==> src/rtl/register_file_if.sv <==
// Bundles the register file's read, write and busy-mark signals between the
// decoder/writeback side (master) and the register file (slave).
interface register_file_if #(
    parameter int WIDTH  = 8,
    parameter int ADDR_W = 4
);
    logic [ADDR_W-1:0] read1_id;
    logic [WIDTH-1:0]  read1_value;
    logic              read1_busy;
    logic [ADDR_W-1:0] read2_id;
    logic [WIDTH-1:0]  read2_value;
    logic              read2_busy;
    logic              write_en;
    logic [ADDR_W-1:0] write_id;
    logic [WIDTH-1:0]  write_value;
    logic              mark_en;
    logic [ADDR_W-1:0] mark_id;

    modport master (
        output read1_id, read2_id,
        output write_en, write_id, write_value,
        output mark_en, mark_id,
        input  read1_value, read1_busy, read2_value, read2_busy
    );

    modport slave (
        input  read1_id, read2_id,
        input  write_en, write_id, write_value,
        input  mark_en, mark_id,
        output read1_value, read1_busy, read2_value, read2_busy
    );
endinterface

==> src/rtl/register_file.sv <==
// Register file with two combinational read ports, one write port and a
// per-register busy scoreboard. Define REGFILE_BYPASS_EN to forward writes.
module register_file #(
    parameter int WIDTH  = 8,
    parameter int ADDR_W = 4,
    parameter int DEPTH  = 12
) (
    input  logic           clock,
    input  logic           reset,
    register_file_if.slave rf
);

    if (DEPTH < 2 || DEPTH > (1 << ADDR_W)) begin : g_bad_depth
        $error("register_file: DEPTH must be in 2..2**ADDR_W");
    end

    // Register 0 has no storage; it reads as zero and is never busy.
    logic [WIDTH-1:0] regs [1:DEPTH-1];
    logic [DEPTH-1:1] busy;

    logic [WIDTH-1:0] stored1_value;
    logic [WIDTH-1:0] stored2_value;
    logic             stored1_busy;
    logic             stored2_busy;
    logic             write_ok;
    logic             mark_ok;

    function automatic logic id_valid(input logic [ADDR_W-1:0] id);
        return (id != '0) && (int'(id) < DEPTH);
    endfunction

    function automatic logic [WIDTH-1:0] stored_value(input logic [ADDR_W-1:0] id);
        logic [WIDTH-1:0] v;
        v = '0;
        for (int i = 1; i < DEPTH; i++) begin
            if (id == ADDR_W'(i)) v = regs[i];
        end
        return v;
    endfunction

    function automatic logic stored_busy(input logic [ADDR_W-1:0] id);
        logic b;
        b = 1'b0;
        for (int i = 1; i < DEPTH; i++) begin
            if (id == ADDR_W'(i)) b = busy[i];
        end
        return b;
    endfunction

    assign write_ok = rf.write_en && id_valid(rf.write_id);
    assign mark_ok  = rf.mark_en  && id_valid(rf.mark_id);

    // The mark is applied after the write so a same-edge mark leaves busy set:
    // it belongs to a newer load than the data being written back.
    always_ff @(posedge clock or posedge reset) begin
        if (reset) begin
            for (int i = 1; i < DEPTH; i++) begin
                regs[i] <= '0;
            end
            busy <= '0;
        end else begin
            for (int i = 1; i < DEPTH; i++) begin
                if (write_ok && rf.write_id == ADDR_W'(i)) begin
                    regs[i] <= rf.write_value;
                    busy[i] <= 1'b0;
                end
                if (mark_ok && rf.mark_id == ADDR_W'(i)) begin
                    busy[i] <= 1'b1;
                end
            end
        end
    end

    always_comb begin
        stored1_value = stored_value(rf.read1_id);
        stored1_busy  = stored_busy(rf.read1_id);
        stored2_value = stored_value(rf.read2_id);
        stored2_busy  = stored_busy(rf.read2_id);
    end

`ifdef REGFILE_BYPASS_EN
    logic hit1;
    logic hit2;

    assign hit1 = write_ok && (rf.write_id == rf.read1_id);
    assign hit2 = write_ok && (rf.write_id == rf.read2_id);

    // Forwarded data is by definition the completed load, so busy reads clear.
    assign rf.read1_value = hit1 ? rf.write_value : stored1_value;
    assign rf.read1_busy  = hit1 ? 1'b0 : stored1_busy;
    assign rf.read2_value = hit2 ? rf.write_value : stored2_value;
    assign rf.read2_busy  = hit2 ? 1'b0 : stored2_busy;
`else
    assign rf.read1_value = stored1_value;
    assign rf.read1_busy  = stored1_busy;
    assign rf.read2_value = stored2_value;
    assign rf.read2_busy  = stored2_busy;
`endif

endmodule

==> src/flat_wrapper.sv <==
// flat-port wrapper written by rule: the top's interface ports become plain ports
module register_file_flat 
#(
    parameter int WIDTH  = 8,
    parameter int ADDR_W = 4,
    parameter int DEPTH  = 12
)
  (clock, reset, rf_read1_id, rf_read2_id, rf_write_en, rf_write_id, rf_write_value, rf_mark_en, rf_mark_id, rf_read1_value, rf_read1_busy, rf_read2_value, rf_read2_busy);
  register_file_if #(.WIDTH(WIDTH), .ADDR_W(ADDR_W)) rf_i ();
  input  logic clock;
  input  logic reset;
  input wire logic [$bits(rf_i.read1_id)-1:0] rf_read1_id;
  input wire logic [$bits(rf_i.read2_id)-1:0] rf_read2_id;
  input wire logic [$bits(rf_i.write_en)-1:0] rf_write_en;
  input wire logic [$bits(rf_i.write_id)-1:0] rf_write_id;
  input wire logic [$bits(rf_i.write_value)-1:0] rf_write_value;
  input wire logic [$bits(rf_i.mark_en)-1:0] rf_mark_en;
  input wire logic [$bits(rf_i.mark_id)-1:0] rf_mark_id;
  output wire logic [$bits(rf_i.read1_value)-1:0] rf_read1_value;
  output wire logic [$bits(rf_i.read1_busy)-1:0] rf_read1_busy;
  output wire logic [$bits(rf_i.read2_value)-1:0] rf_read2_value;
  output wire logic [$bits(rf_i.read2_busy)-1:0] rf_read2_busy;
  assign rf_i.read1_id = rf_read1_id;
  assign rf_i.read2_id = rf_read2_id;
  assign rf_i.write_en = rf_write_en;
  assign rf_i.write_id = rf_write_id;
  assign rf_i.write_value = rf_write_value;
  assign rf_i.mark_en = rf_mark_en;
  assign rf_i.mark_id = rf_mark_id;
  assign rf_read1_value = rf_i.read1_value;
  assign rf_read1_busy = rf_i.read1_busy;
  assign rf_read2_value = rf_i.read2_value;
  assign rf_read2_busy = rf_i.read2_busy;
  register_file #(.WIDTH(WIDTH), .ADDR_W(ADDR_W), .DEPTH(DEPTH)) u_core (.clock(clock), .reset(reset), .rf(rf_i));
endmodule
==> config.mk <==
export PLATFORM = sky130hd
export DESIGN_NAME = register_file_flat
export DESIGN_NICKNAME = d
export VERILOG_FILES = /design/src/rtl/register_file_if.sv /design/src/rtl/register_file.sv /design/src/flat_wrapper.sv
export SDC_FILE = /design/constraint.sdc
export NUM_CORES = 1
export LEC_CHECK = 0
export BUFFER_PORTS_ARGS = -buffer_cell sky130_fd_sc_hd__buf_4
export CAP_MARGIN = 20
export CORE_ASPECT_RATIO = 0.75
export CORE_MARGIN = 2
export CORE_UTILIZATION = 40
export DETAILED_ROUTE_END_ITERATION = 6
export GPL_TIMING_DRIVEN = 1
export PLACE_DENSITY = 0.55
export SLEW_MARGIN = 30
export SYNTH_ARGS = -nofsm -noshare
export SYNTH_HDL_FRONTEND = slang
export SYNTH_SLANG_ARGS = --single-unit
==> constraint.sdc <==
create_clock -name clock -period 4.3 [get_ports clock]
set_input_delay 0.43 -clock clock [delete_from_list [all_inputs] [get_ports clock]]
set_output_delay 0.43 -clock clock [all_outputs]
set_load 0.01 [all_outputs]
==> run_results.csv <==
group,metric,value,unit
run_status,status,"completed",
cts,numClockSinks,99,
cts,hold_buffers,0,
floorplan,die_w,147,um
detailed_routing,wl,19000,um
timing,rsz0062_at_grt,"no",
timing,max_freq,371,MHz
synthesis,synth_area,0.00616,sq mm
timing,slew_headroom,0.373,
global_route,grt.met1_usage,0.353,
synthesis,ys_seq_elements,99,
setup_path,timing.rr.start,"u_core.regs[16]$_DFFE_PP0P_",
global_route,grt_pass1_vias,4671,
finish,stdcell_area,0.00682,sq mm
cts,insertion_delay,0.36,ns
cts,clkTransAtPathRegs,0.07,ns
setup_path,cp.buffers_inverters,3,
job,maxCapViolCount,0,
floorplan,ios,46,
synthesis,synth_edf_count,0,
setup_path,cp.arrival,2.27,ns
cts,postCtsResizedCells,0,
floorplan,initial_core_util,0.408,
global_route,grtUsageMet3,0.0566,
synthesis,synthFlopType,"dfrtp_1",
setup_path,critPathTopFamily,"buffers and inverters",
finish,antenna-diode-count,0,
finish,fillers,1477,
finish,fin_nets,618,
global_route,antenna_found_initial,0,
floorplan,core_area,0.0151,sq mm
placed_design,place_hpwl,12300,um
synthesis,async_flop_share,1.00,
cts,cts_max_level,3,
setup_path,crit_type,"in2out",
global_route,grtUsageTotal,0.237,
cts,cts_max_path_buffers,2,
detailed_routing,firstDrtPassIters,5,
finish,area_growth,10.6,%
floorplan,rows,39,
synthesis,ys_seq_area_frac,0.402,
timing,min_period,2.70,ns
setup_path,r2r_slack,3.45,ns
power,power_density,418,mW/mm^2
global_route,grt_max_degree,68,
global_route,busiest_layer,"met1",
detailed_routing,wl_per_cell,23.8,um
cts,post_cts_buffers,0,
finish,drive_above_1_share,0.323,
setup_path,timing.rr.end,"u_core.regs[16]$_DFFE_PP0P_",
synthesis,synth_cell_type_count,47,
setup_path,cp-end-kind,"output pin",
detailed_routing,routed_via_density,6.13,
power,finalPower,2850,uW
global_route,grt_pass1_wl,29200,um
cts,cts_buffers,9,
setup_path,crit_slowest_cell,"buf_4",
timing,worst_pin_slew,0.940,ns
global_route,grt_use_met2,0.334,
detailed_routing,ant_nets,0,
setup_path,path_max_fanout,43,
global_route,grt_overflow_total,0,
setup_path,critPathMaxStageDelay,0.45,ns
finish,fin_util,0.451,
timing,finalCritPeriodShare,0.628,
setup_path,required,3.87,ns
power,ir_drop,0.196,mV
synthesis,syn_area_per_cell,10.6,sq um
synthesis,yosysWarningCount,0,
timing,final_max_slew_viol_count,0,
placed_design,postPlaceCellArea,0.00652,sq mm
cts,cts_tree,"built",
placed_design,io_buffers,45,
detailed_routing,drc,0,
detailed_routing,drtIter0Drc,476,
setup_path,cp-start-kind,"primary input",
power,p_leak,0.00290,uW
timing,setup_viol,0,
synthesis,synthCells,579,
placed_design,gp_congestion,0.871,
cts,clock-root-buffer,"clkbuf_16",
setup_path,rr_worst_depth,1,
synthesis,synth_nets,607,
setup_path,crit_chain,"buf_4 > inv_1 > nor2_1 > a22oi_1 > o211ai_1 > buf_4",
detailed_routing,vias,4894,
timing,fin_tns_setup,0,ns
timing,skew,0,ns
timing,hold_viol_final,0,
setup_path,crit_path_frequent_cell,"buf_4",
floorplan,die_area,0.0164,sq mm
worst_hold_path,hold_class,"in2async",
floorplan,dieHeight,112,um
-- Yosys cell counts (2+ instances only) --
library cell  number  share of area
a21oi_1           39          0.032
a22oi_1            8         0.0097
and3b_1            4         0.0057
nand2_1           34          0.021
nand3b_1          11          0.013
nor2_1            22          0.013
mux2_2            86           0.16
a211oi_1           4         0.0049
nor3_1             3         0.0024
o221ai_1           5         0.0071
a31o_2             4         0.0057
buf_4              9          0.011
dfrtp_1           99           0.40
nand3_1            6         0.0049
o31ai_1            2         0.0024
clkbuf_1          17          0.010
nor3b_1            4         0.0049
nor2_2             5         0.0051
o221a_2            3         0.0055
or3_1              2         0.0020
o211ai_1           9          0.011
nand3b_4           2         0.0065
a32o_1             4         0.0065
a31oi_1            2         0.0020
a221oi_1           5         0.0071
a221o_1            2         0.0032
and3_1             6         0.0061
mux4_2             9          0.033
o22ai_1           12          0.012
a21o_1             4         0.0049
nor2b_1           12          0.012
o21ai_0           35          0.028
mux2i_1           21          0.034
o32ai_1            5         0.0071
inv_1             11         0.0067
a311oi_1           2         0.0028
mux2_4            16          0.039
nand2b_1          21          0.021
a22o_1             3         0.0043
buf_2             20          0.016
buf_6              3         0.0055
o21bai_1           3         0.0037
-- worst max path at each step --
stage                              start                     endpoint  slack [ns]  cells after the start
final                     rf_read1_id[0]            rf_read1_value[3]        1.60                      6
after global routing      rf_read1_id[0]            rf_read1_value[3]        1.50                      6
after CTS                 rf_read1_id[0]            rf_read1_value[3]        1.67                      6
after detailed placement  rf_read1_id[0]            rf_read1_value[3]        1.67                      6
after global placement    rf_read1_id[0]            rf_read1_value[7]        1.70                      6
after floorplan                    reset  u_core.busy[10]$_DFFE_PP0P_        1.28                      1
-- metal layers --
layer  up-vias  wire length, um
li1       2163                -
met1      2504             9050
met2       193             8210
met3        34             1290
met4         0              500
met5         -                0
-- cell families (layout without fill, tap and decap cells) --
logic type             after synthesis  in the layout  synth area share
flip-flops                          99             99             0.402
multiplexers                       132            132             0.263
buffers and inverters               61             76            0.0503
AO/OA/AOI/OAI                      151            151             0.160
AND/OR/NAND/NOR                    136            136             0.125
-- power breakdown --
part	internal, uW	switching, uW	leakage [uW]
combinational	409	319	0.00156
sequential	1150	211	0.00121
clock	402	363	0.000130
total	1960	893	0.00290
-- sequential cells by signal, summed over array words and instances (netlist names) --
name,cells
u_core.busy,11
u_core.regs,88
-- placed cells by master (no fill, tap or decap), types with 4 or more instances in the layout --
cell	synthesis	layout
dfrtp_1	99	99
mux2_2	86	86
buf_4	9	48
a21oi_1	39	39
o21ai_0	35	35
nand2_1	34	34
nor2_1	22	22
nand2b_1	21	21
mux2i_1	21	21
mux2_4	16	16
nor2b_1	12	12
o22ai_1	12	12
nand3b_1	11	11
inv_1	11	10
o211ai_1	9	9
mux4_2	9	9
clkbuf_16	0	9
a22oi_1	8	8
and3_1	6	6
nand3_1	6	6
nor2_2	5	5
o221ai_1	5	5
a221oi_1	5	5
o32ai_1	5	5
nor3b_1	4	4
and3b_1	4	4
a21o_1	4	4
a32o_1	4	4
a211oi_1	4	4
a31o_2	4	4
-- cell type report --
class                   count  area [sq um]  area share
repair buffers             49           388      0.0569
multi-input cells         419          3380       0.496
flip-flops and latches     99          2480       0.364
clock inverters             5          30.0     0.00441
inverters                  12          47.5     0.00698
well taps                 205           256      0.0376
clock buffers              10           239      0.0351
-- stage by stage --
stage                     cells  hold slack, ns  setup slack (ns)
after detailed placement    783           0.513              1.67
after global routing        799          0.0602              1.50
after floorplan             579           0.461              1.28
after CTS                   798           0.286              1.67
final                       799          0.0446              1.60
after global placement      783           0.510              1.70
Power figures use the tool's default switching activity.
